**src/rtl/fullsend_pkg.sv**
```systemverilog
// Shared types for the fullsend 5-stage core: control bundle, opcodes, ALU and write-back selects.
package fullsend_pkg;

   localparam logic [6:0] OPC_LUI    = 7'b0110111;
   localparam logic [6:0] OPC_AUIPC  = 7'b0010111;
   localparam logic [6:0] OPC_JAL    = 7'b1101111;
   localparam logic [6:0] OPC_JALR   = 7'b1100111;
   localparam logic [6:0] OPC_BRANCH = 7'b1100011;
   localparam logic [6:0] OPC_LOAD   = 7'b0000011;
   localparam logic [6:0] OPC_STORE  = 7'b0100011;
   localparam logic [6:0] OPC_OPIMM  = 7'b0010011;
   localparam logic [6:0] OPC_OP     = 7'b0110011;

   // Branches carry {1'b1, funct3} in alu_op; EX disambiguates using ctrl.branch.
   typedef enum logic [3:0] {
      ALU_ADD   = 4'h0,
      ALU_SLL   = 4'h1,
      ALU_SLT   = 4'h2,
      ALU_SLTU  = 4'h3,
      ALU_XOR   = 4'h4,
      ALU_SRL   = 4'h5,
      ALU_OR    = 4'h6,
      ALU_AND   = 4'h7,
      ALU_SUB   = 4'h8,
      ALU_SRA   = 4'hD,
      ALU_PASSB = 4'hF
   } alu_op_e;

   typedef enum logic [1:0] {
      WB_ALU = 2'd0,
      WB_MEM = 2'd1,
      WB_PC4 = 2'd2
   } wb_sel_e;

   typedef struct packed {
      logic       reg_write;
      logic       mem_read;
      logic       mem_write;
      logic       branch;
      logic       jump;
      logic       alu_src_imm;
      logic [3:0] alu_op;
      wb_sel_e    wb_sel;
   } ctrl_t;

   localparam ctrl_t CTRL_NOP = '{
      reg_write:   1'b0,
      mem_read:    1'b0,
      mem_write:   1'b0,
      branch:      1'b0,
      jump:        1'b0,
      alu_src_imm: 1'b0,
      alu_op:      4'h0,
      wb_sel:      WB_ALU
   };

   function automatic logic opc_known(input logic [6:0] opc);
      return (opc == OPC_LUI)    || (opc == OPC_AUIPC) || (opc == OPC_JAL)   ||
             (opc == OPC_JALR)   || (opc == OPC_BRANCH) || (opc == OPC_LOAD) ||
             (opc == OPC_STORE)  || (opc == OPC_OPIMM) || (opc == OPC_OP);
   endfunction

endpackage

```
**src/rtl/regfile_2r1w.sv**
```systemverilog
// Architectural register file: two async read ports, one sync write port, x0 hardwired to zero.
module regfile_2r1w #(
   parameter int unsigned XLEN  = 32,
   parameter int unsigned NREGS = 32,
   localparam int unsigned AW   = $clog2(NREGS)
) (
   input  logic            i_clk,
   input  logic            i_reset,
   input  logic            i_we,
   input  logic [AW-1:0]   i_waddr,
   input  logic [XLEN-1:0] i_wdata,
   input  logic [AW-1:0]   i_raddr_a,
   input  logic [AW-1:0]   i_raddr_b,
   output logic [XLEN-1:0] o_rdata_a,
   output logic [XLEN-1:0] o_rdata_b
);

   logic [XLEN-1:0] r_mem [NREGS];

   always_ff @(posedge i_clk) begin
      if (!i_reset) begin
         for (int i = 0; i < NREGS; i++) begin
            r_mem[i] <= '0;
         end
      end else if (i_we && (i_waddr != '0)) begin
         r_mem[i_waddr] <= i_wdata;
      end
   end

   // Same-cycle write data wins so ID sees the value WB is committing now.
   always_comb begin
      o_rdata_a = r_mem[i_raddr_a];
      if (i_raddr_a == '0) begin
         o_rdata_a = '0;
      end else if (i_we && (i_waddr == i_raddr_a)) begin
         o_rdata_a = i_wdata;
      end
   end

   always_comb begin
      o_rdata_b = r_mem[i_raddr_b];
      if (i_raddr_b == '0) begin
         o_rdata_b = '0;
      end else if (i_we && (i_waddr == i_raddr_b)) begin
         o_rdata_b = i_wdata;
      end
   end

endmodule

```
**src/rtl/stage2_decode.sv**
```systemverilog
// ID stage: decodes IF/ID, reads the register file, detects load-use hazards and
// registers the ID/EX bundle, inserting bubbles on stall, flush and illegal opcodes.
module stage2_decode
   import fullsend_pkg::*;
#(
   parameter int unsigned XLEN  = 32,
   parameter int unsigned NREGS = 32
) (
   input  logic                 i_clk,
   input  logic                 i_reset,
   input  logic [1:0][XLEN-1:0] i_if_id,
   input  logic                 i_branch_cond,
   input  logic                 i_wb_en,
   input  logic [4:0]           i_wb_rd,
   input  logic [XLEN-1:0]      i_wb_data,
   output logic                 o_hazard,
   output ctrl_t                o_id_ex_ctrl,
   output logic [XLEN-1:0]      o_id_ex_npc,
   output logic [XLEN-1:0]      o_id_ex_a,
   output logic [XLEN-1:0]      o_id_ex_b,
   output logic [XLEN-1:0]      o_id_ex_imm,
   output logic [4:0]           o_id_ex_rd,
   output logic [4:0]           o_id_ex_rs1,
   output logic [4:0]           o_id_ex_rs2,
   output logic                 o_illegal
);

   logic [31:0]     w_inst;
   logic [XLEN-1:0] w_npc;
   logic [6:0]      w_opc;
   logic [2:0]      w_f3;
   logic [4:0]      w_rd;
   logic [4:0]      w_rs1;
   logic [4:0]      w_rs2;

   assign w_inst = i_if_id[0][31:0];
   assign w_npc  = i_if_id[1];
   assign w_opc  = w_inst[6:0];
   assign w_f3   = w_inst[14:12];
   assign w_rd   = w_inst[11:7];
   assign w_rs1  = w_inst[19:15];
   assign w_rs2  = w_inst[24:20];

   logic [XLEN-1:0] w_imm_i;
   logic [XLEN-1:0] w_imm_s;
   logic [XLEN-1:0] w_imm_b;
   logic [XLEN-1:0] w_imm_u;
   logic [XLEN-1:0] w_imm_j;

   assign w_imm_i = {{(XLEN-12){w_inst[31]}}, w_inst[31:20]};
   assign w_imm_s = {{(XLEN-12){w_inst[31]}}, w_inst[31:25], w_inst[11:7]};
   assign w_imm_b = {{(XLEN-12){w_inst[31]}}, w_inst[7], w_inst[30:25], w_inst[11:8], 1'b0};
   assign w_imm_u = {{(XLEN-31){w_inst[31]}}, w_inst[30:12], 12'h000};
   assign w_imm_j = {{(XLEN-20){w_inst[31]}}, w_inst[19:12], w_inst[20], w_inst[30:21], 1'b0};

   ctrl_t           w_ctrl;
   logic [XLEN-1:0] w_imm;
   logic            w_known;
   logic            w_rs1_used;
   logic            w_rs2_used;

   always_comb begin
      w_ctrl     = CTRL_NOP;
      w_imm      = '0;
      w_known    = opc_known(w_opc);
      w_rs1_used = 1'b0;
      w_rs2_used = 1'b0;
      case (w_opc)
         OPC_LUI: begin
            w_ctrl.reg_write   = 1'b1;
            w_ctrl.alu_src_imm = 1'b1;
            w_ctrl.alu_op      = ALU_PASSB;
            w_imm              = w_imm_u;
         end
         OPC_AUIPC: begin
            w_ctrl.reg_write   = 1'b1;
            w_ctrl.alu_src_imm = 1'b1;
            w_ctrl.alu_op      = ALU_ADD;
            w_imm              = w_imm_u;
         end
         OPC_JAL: begin
            w_ctrl.reg_write   = 1'b1;
            w_ctrl.jump        = 1'b1;
            w_ctrl.alu_src_imm = 1'b1;
            w_ctrl.alu_op      = ALU_ADD;
            w_ctrl.wb_sel      = WB_PC4;
            w_imm              = w_imm_j;
         end
         OPC_JALR: begin
            w_ctrl.reg_write   = 1'b1;
            w_ctrl.jump        = 1'b1;
            w_ctrl.alu_src_imm = 1'b1;
            w_ctrl.alu_op      = ALU_ADD;
            w_ctrl.wb_sel      = WB_PC4;
            w_imm              = w_imm_i;
            w_rs1_used         = 1'b1;
         end
         OPC_BRANCH: begin
            w_ctrl.branch = 1'b1;
            w_ctrl.alu_op = {1'b1, w_f3};
            w_imm         = w_imm_b;
            w_rs1_used    = 1'b1;
            w_rs2_used    = 1'b1;
         end
         OPC_LOAD: begin
            w_ctrl.reg_write   = 1'b1;
            w_ctrl.mem_read    = 1'b1;
            w_ctrl.alu_src_imm = 1'b1;
            w_ctrl.alu_op      = ALU_ADD;
            w_ctrl.wb_sel      = WB_MEM;
            w_imm              = w_imm_i;
            w_rs1_used         = 1'b1;
         end
         OPC_STORE: begin
            w_ctrl.mem_write   = 1'b1;
            w_ctrl.alu_src_imm = 1'b1;
            w_ctrl.alu_op      = ALU_ADD;
            w_imm              = w_imm_s;
            w_rs1_used         = 1'b1;
            w_rs2_used         = 1'b1;
         end
         OPC_OPIMM: begin
            // Only SRAI uses inst[30]; for other I-type ops it is immediate data.
            w_ctrl.reg_write   = 1'b1;
            w_ctrl.alu_src_imm = 1'b1;
            w_ctrl.alu_op      = {w_inst[30] && (w_f3 == 3'b101), w_f3};
            w_imm              = w_imm_i;
            w_rs1_used         = 1'b1;
         end
         OPC_OP: begin
            w_ctrl.reg_write = 1'b1;
            w_ctrl.alu_op    = {w_inst[30] && ((w_f3 == 3'b000) || (w_f3 == 3'b101)), w_f3};
            w_rs1_used       = 1'b1;
            w_rs2_used       = 1'b1;
         end
         default: ;
      endcase
   end

   logic [XLEN-1:0] w_rdata_a;
   logic [XLEN-1:0] w_rdata_b;

   regfile_2r1w #(
      .XLEN  (XLEN),
      .NREGS (NREGS)
   ) u_regfile (
      .i_clk     (i_clk),
      .i_reset   (i_reset),
      .i_we      (i_wb_en),
      .i_waddr   (i_wb_rd),
      .i_wdata   (i_wb_data),
      .i_raddr_a (w_rs1),
      .i_raddr_b (w_rs2),
      .o_rdata_a (w_rdata_a),
      .o_rdata_b (w_rdata_b)
   );

   ctrl_t           r_ctrl;
   logic [XLEN-1:0] r_npc;
   logic [XLEN-1:0] r_a;
   logic [XLEN-1:0] r_b;
   logic [XLEN-1:0] r_imm;
   logic [4:0]      r_rd;
   logic [4:0]      r_rs1;
   logic [4:0]      r_rs2;
   logic            r_illegal;

   logic w_load_use;
   logic w_bubble;
   logic w_illegal;

   assign w_load_use = r_ctrl.mem_read && (r_rd != 5'd0) &&
                       ((w_rs1_used && (r_rd == w_rs1)) || (w_rs2_used && (r_rd == w_rs2)));
   assign o_hazard   = w_load_use && !i_branch_cond;
   // An all-zero word has an unknown opcode, so it bubbles here without flagging illegal.
   assign w_bubble   = i_branch_cond || w_load_use || !w_known;
   assign w_illegal  = !i_branch_cond && !w_known && (w_inst != 32'h0);

   always_ff @(posedge i_clk) begin
      if (!i_reset) begin
         r_ctrl    <= CTRL_NOP;
         r_npc     <= '0;
         r_a       <= '0;
         r_b       <= '0;
         r_imm     <= '0;
         r_rd      <= '0;
         r_rs1     <= '0;
         r_rs2     <= '0;
         r_illegal <= 1'b0;
      end else begin
         r_illegal <= w_illegal;
         if (w_bubble) begin
            r_ctrl <= CTRL_NOP;
            r_npc  <= '0;
            r_a    <= '0;
            r_b    <= '0;
            r_imm  <= '0;
            r_rd   <= '0;
            r_rs1  <= '0;
            r_rs2  <= '0;
         end else begin
            r_ctrl <= w_ctrl;
            r_npc  <= w_npc;
            r_a    <= w_rdata_a;
            r_b    <= w_rdata_b;
            r_imm  <= w_imm;
            r_rd   <= w_rd;
            r_rs1  <= w_rs1;
            r_rs2  <= w_rs2;
         end
      end
   end

   assign o_id_ex_ctrl = r_ctrl;
   assign o_id_ex_npc  = r_npc;
   assign o_id_ex_a    = r_a;
   assign o_id_ex_b    = r_b;
   assign o_id_ex_imm  = r_imm;
   assign o_id_ex_rd   = r_rd;
   assign o_id_ex_rs1  = r_rs1;
   assign o_id_ex_rs2  = r_rs2;
   assign o_illegal    = r_illegal;

endmodule

```
**config.mk**
```make
export PLATFORM = sky130hd
export DESIGN_NAME = stage2_decode
export DESIGN_NICKNAME = d
export VERILOG_FILES = /design/src/rtl/fullsend_pkg.sv /design/src/rtl/regfile_2r1w.sv /design/src/rtl/stage2_decode.sv
export SDC_FILE = /design/constraint.sdc
export NUM_CORES = 2
export LEC_CHECK = 0
export BUFFER_PORTS_ARGS = -buffer_cell sky130_fd_sc_hd__buf_2
export CORE_UTILIZATION = 40
export DETAILED_ROUTE_END_ITERATION = 10
export MAX_ROUTING_LAYER = met4
export SETUP_SLACK_MARGIN = 0.5
export SKIP_CTS_REPAIR_TIMING = 1
export SYNTH_ARGS = -nofsm -noshare
export SYNTH_HDL_FRONTEND = slang
export SYNTH_SLANG_ARGS = --single-unit
```
**constraint.sdc**
```tcl
create_clock -name i_clk -period 13.9 [get_ports i_clk]
set_input_delay 2.78 -clock i_clk [delete_from_list [all_inputs] [get_ports i_clk]]
set_output_delay 2.78 -clock i_clk [all_outputs]
set_load 0.02 [all_outputs]
```
==> impl_metrics.toml <==
[run_status]
status = "finished, violations left"
violations = "max-capacitance violations, max-slew violations"

[synthesis]
syn_area_mm2 = 0.0599
ys_top_cells_by_area = "edfxtp_1 51%, mux4_2 13%, and2_1 10%, mux2i_1 5.5%, dfxtp_1 5.2%"
syn_area_per_cell_um2 = 13.8
synth.distinct_cells = 64
netlist_instances = 4357
netlist.area_leader.share_pct = 51.3
ys.flop_type = "edfxtp_1"
synth_top_area_cell = "edfxtp_1"
synth.ff_latch_count = 1180
async_flop_share_pct = 0
synth-edff-count = 1024
ys_warn_count = 0
ys_seq_area_share_pct = 56.5

[critical_path]
cp.arrival_ns = 4.61
ff2ff_path_depth = 6
worstSetupStartpointType = "primary input"
r2r-end = "o_id_ex_a[3]"
end_kind = "output port"
path_class = "in -> out"
worstPathRequired_ns = 11.12
r2r_start = "o_id_ex_rd[1]"
r2r_slack_ns = 10.66
path_max_fanout = 23

[floorplan]
rows = 141
initial_core_util_pct = 40.5
die_w_um = 389
dieArea_mm2 = 0.151
die_y_um = 389
core_area_mm2 = 0.148
io_pins = 262

[global_route]
grt.overflow.total = 0
grt_pass1_wl_um = 297000
grt_max_degree = 128
track_usage_pct = 28.5
grt_pass1_vias = 39100
antenna_found_initial = 31

[timing]
whs_ns = 0.849
setup_viol = 0
slew_headroom_pct = -3.14
tns_ns = 0
drv_slew = 5
period_needed_ns = 7.39
period_share_pct = 53.2
fin_ws_ns = 6.51
fmax_ghz = 0.135
final.setup_skew_ns = 0.0329
rsz0062_at_grt = "false"
hold_viol = 0
worst_slew_pin_slew_ns = 1.54

[placement]
dp.cells = 6242
dp_worst_setup_slack_ns = 6.50
place.detailed.hpwl_um = 122000
gp_congestion = 0.961
portBuffers = 261

[cells_and_area]
finalNonFillerCells = 6493
layout.nets = 4550
drive_above_1_share_pct = 23.8
syn2layout_area_growth_pct = 12.8

[pwr]
power_density_mw_per_mm2 = 126
totalPowerFinal_mw = 8.51
p_leak_nw = 24.3
vdd.ir_drop.worst_uv = 123

[drt]
viasPerCell = 6.20
post_drt_wl_per_cell_um = 32.6
drc_errors = 0
drtIter0Drc = 5113
detail-route-antenna-nets = 0
dr.pass1.iters = 9
num_vias = 40300
wl_um = 212000

[cts]
cts_sinks = 1180
cts_tree = "done"
htree_levels = 4
insertion_delay_ns = 0.79
clk_pin_slew_ns = 0.06
clock_path_buffers = 3
cts-root-buf = "clkbuf_16"
cts_buffers = 131

[worst_hold_path]
hold_class = "reg -> reg"
min_to = "o_id_ex_b[29]"
whs_path_depth = 5
min-delay-start = "u_regfile.r_mem[28][29]"

[job]
cap_violations = 2
-- layout by cell type (no fill, tap or decap), types with 12 or more instances in the layout --
| cell | Yosys | layout |
|---|---|---|
| and3_1 | 54 | 54 |
| nor2_2 | 0 | 15 |
| clkbuf_8 | 0 | 14 |
| nor2b_1 | 28 | 27 |
| diode_2 | 0 | 16 |
| a211oi_1 | 59 | 59 |
| o211ai_1 | 27 | 27 |
| mux4_2 | 348 | 348 |
| edfxtp_1 | 1024 | 1024 |
| nor3_1 | 40 | 38 |
| buf_4 | 47 | 120 |
| xnor2_1 | 12 | 12 |
| o21ai_4 | 0 | 31 |
| mux2_2 | 37 | 37 |
| and2_1 | 992 | 992 |
| nor2_4 | 0 | 17 |
| clkbuf_1 | 311 | 29 |
| a21oi_1 | 165 | 165 |
| o221ai_1 | 33 | 32 |
| nand3_1 | 20 | 18 |
| clkinv_2 | 0 | 17 |
| conb_1 | 1 | 32 |
| dfxtp_1 | 156 | 156 |
| nand2_1 | 98 | 97 |
| a21oi_2 | 20 | 20 |
| a22o_1 | 30 | 30 |
| clkinv_1 | 0 | 15 |
| buf_2 | 79 | 253 |
| mux2i_1 | 329 | 329 |
| a22oi_1 | 68 | 68 |
| nor2_1 | 112 | 80 |
| o22ai_1 | 62 | 62 |
| clkbuf_16 | 0 | 139 |
| or4_4 | 20 | 20 |
| a2111oi_1 | 29 | 29 |
-- synthesized netlist by cell type, drive strengths merged, types with 11 or more instances --
master and number:
nor2 112, or3 11, mux2 37, a211oi 59
nand3b 11, edfxtp 1024, nor2b 28, or4 29
nor3 40, dfxtp 156, a21oi 185, nand3 21
a22oi 68, xnor2 12, a2111oi 31, mux4 348
o21ai 38, o221ai 33, a22o 30, and3 54
nand2 98, o211ai 27, and2 994, clkbuf 311
buf 145, mux2i 329, o22ai 62
-- layer usage --
| layer | global-route usage [%] | wire (um) | up-vias |
|---|---|---|---|
| met5 | - | 0 | - |
| met4 | 11.1 | 8830 | 0 |
| met3 | 6.75 | 24400 | 390 |
| met2 | 41.9 | 94200 | 2658 |
| met1 | 38.1 | 84500 | 20600 |
| li1 | - | - | 16600 |
-- worst max-delay path, stage by stage --
cell and delay (ns):
buf_2 0.54, xnor2_1 0.19, nand4_1 0.10, nor4_1 0.53
o221ai_4 0.19, nor2_1 0.12, buf_2 0.17
-- state kept, by name, summed over array words and instances (netlist names) --
signal / cells
u_regfile.r_mem: 1024
o_id_ex_a: 32
o_id_ex_b: 32
o_id_ex_imm: 32
o_id_ex_npc: 32
o_id_ex_ctrl: 12
o_id_ex_rd: 5
o_id_ex_rs1: 5
o_id_ex_rs2: 5
o_illegal: 1
-- where the power goes --
group | leakage, nW | total, mW | internal, mW | switching (mW)
Sequential | 11.0 | 4.11 | 4.02 | 0.0916
Clock | 2.10 | 3.53 | 2.06 | 1.46
Combinational | 11.2 | 0.876 | 0.337 | 0.539
-- final cells by class --
cell class                      instances  area (um2)
Fill cell                           13000       80600
Sequential cell                      1180       33900
Multi-Input combinational cell       2748       24700
Clock buffer                          186        3790
Tap cell                             1930        2410
Timing Repair Buffer                  380        2280
Clock inverter                         49         477
Antenna cell                           16        40.0
Inverter                                4        15.0
-- worst max path at each step --
stage                startpoint        to  depth (start not counted)
global placement    i_if_id[22]  o_hazard                          7
detailed placement  i_if_id[22]  o_hazard                          7
floorplan            i_if_id[5]  o_hazard                          7
CTS                 i_if_id[22]  o_hazard                          7
finish              i_if_id[22]  o_hazard                          7
global route        i_if_id[22]  o_hazard                          7
-- through the flow --
stage,util [%],cell area (um2)
finish,45.6,67600
global route,45.6,67600
CTS,45.6,67600
detailed placement,42.7,63300
global placement,42.7,63300
floorplan,-,60100
-- logic make-up (layout without fill, tap and decap cells) --
kind of cell              count (synthesis)  count (layout)  share of synthesized area, %
xor gates and xnor gates                 20              20                         0.292
muxes                                   714             714                          19.3
DFF                                    1180            1180                          56.5
other                                     1              48                       0.00626
buffers and inverters                   460             619                          3.41
AOI/OAI and AO/OA                       553             553                          6.28
and+or+nand+nor                        1429            1429                          14.2
No activity file was read; power rests on OpenSTA's default activity.
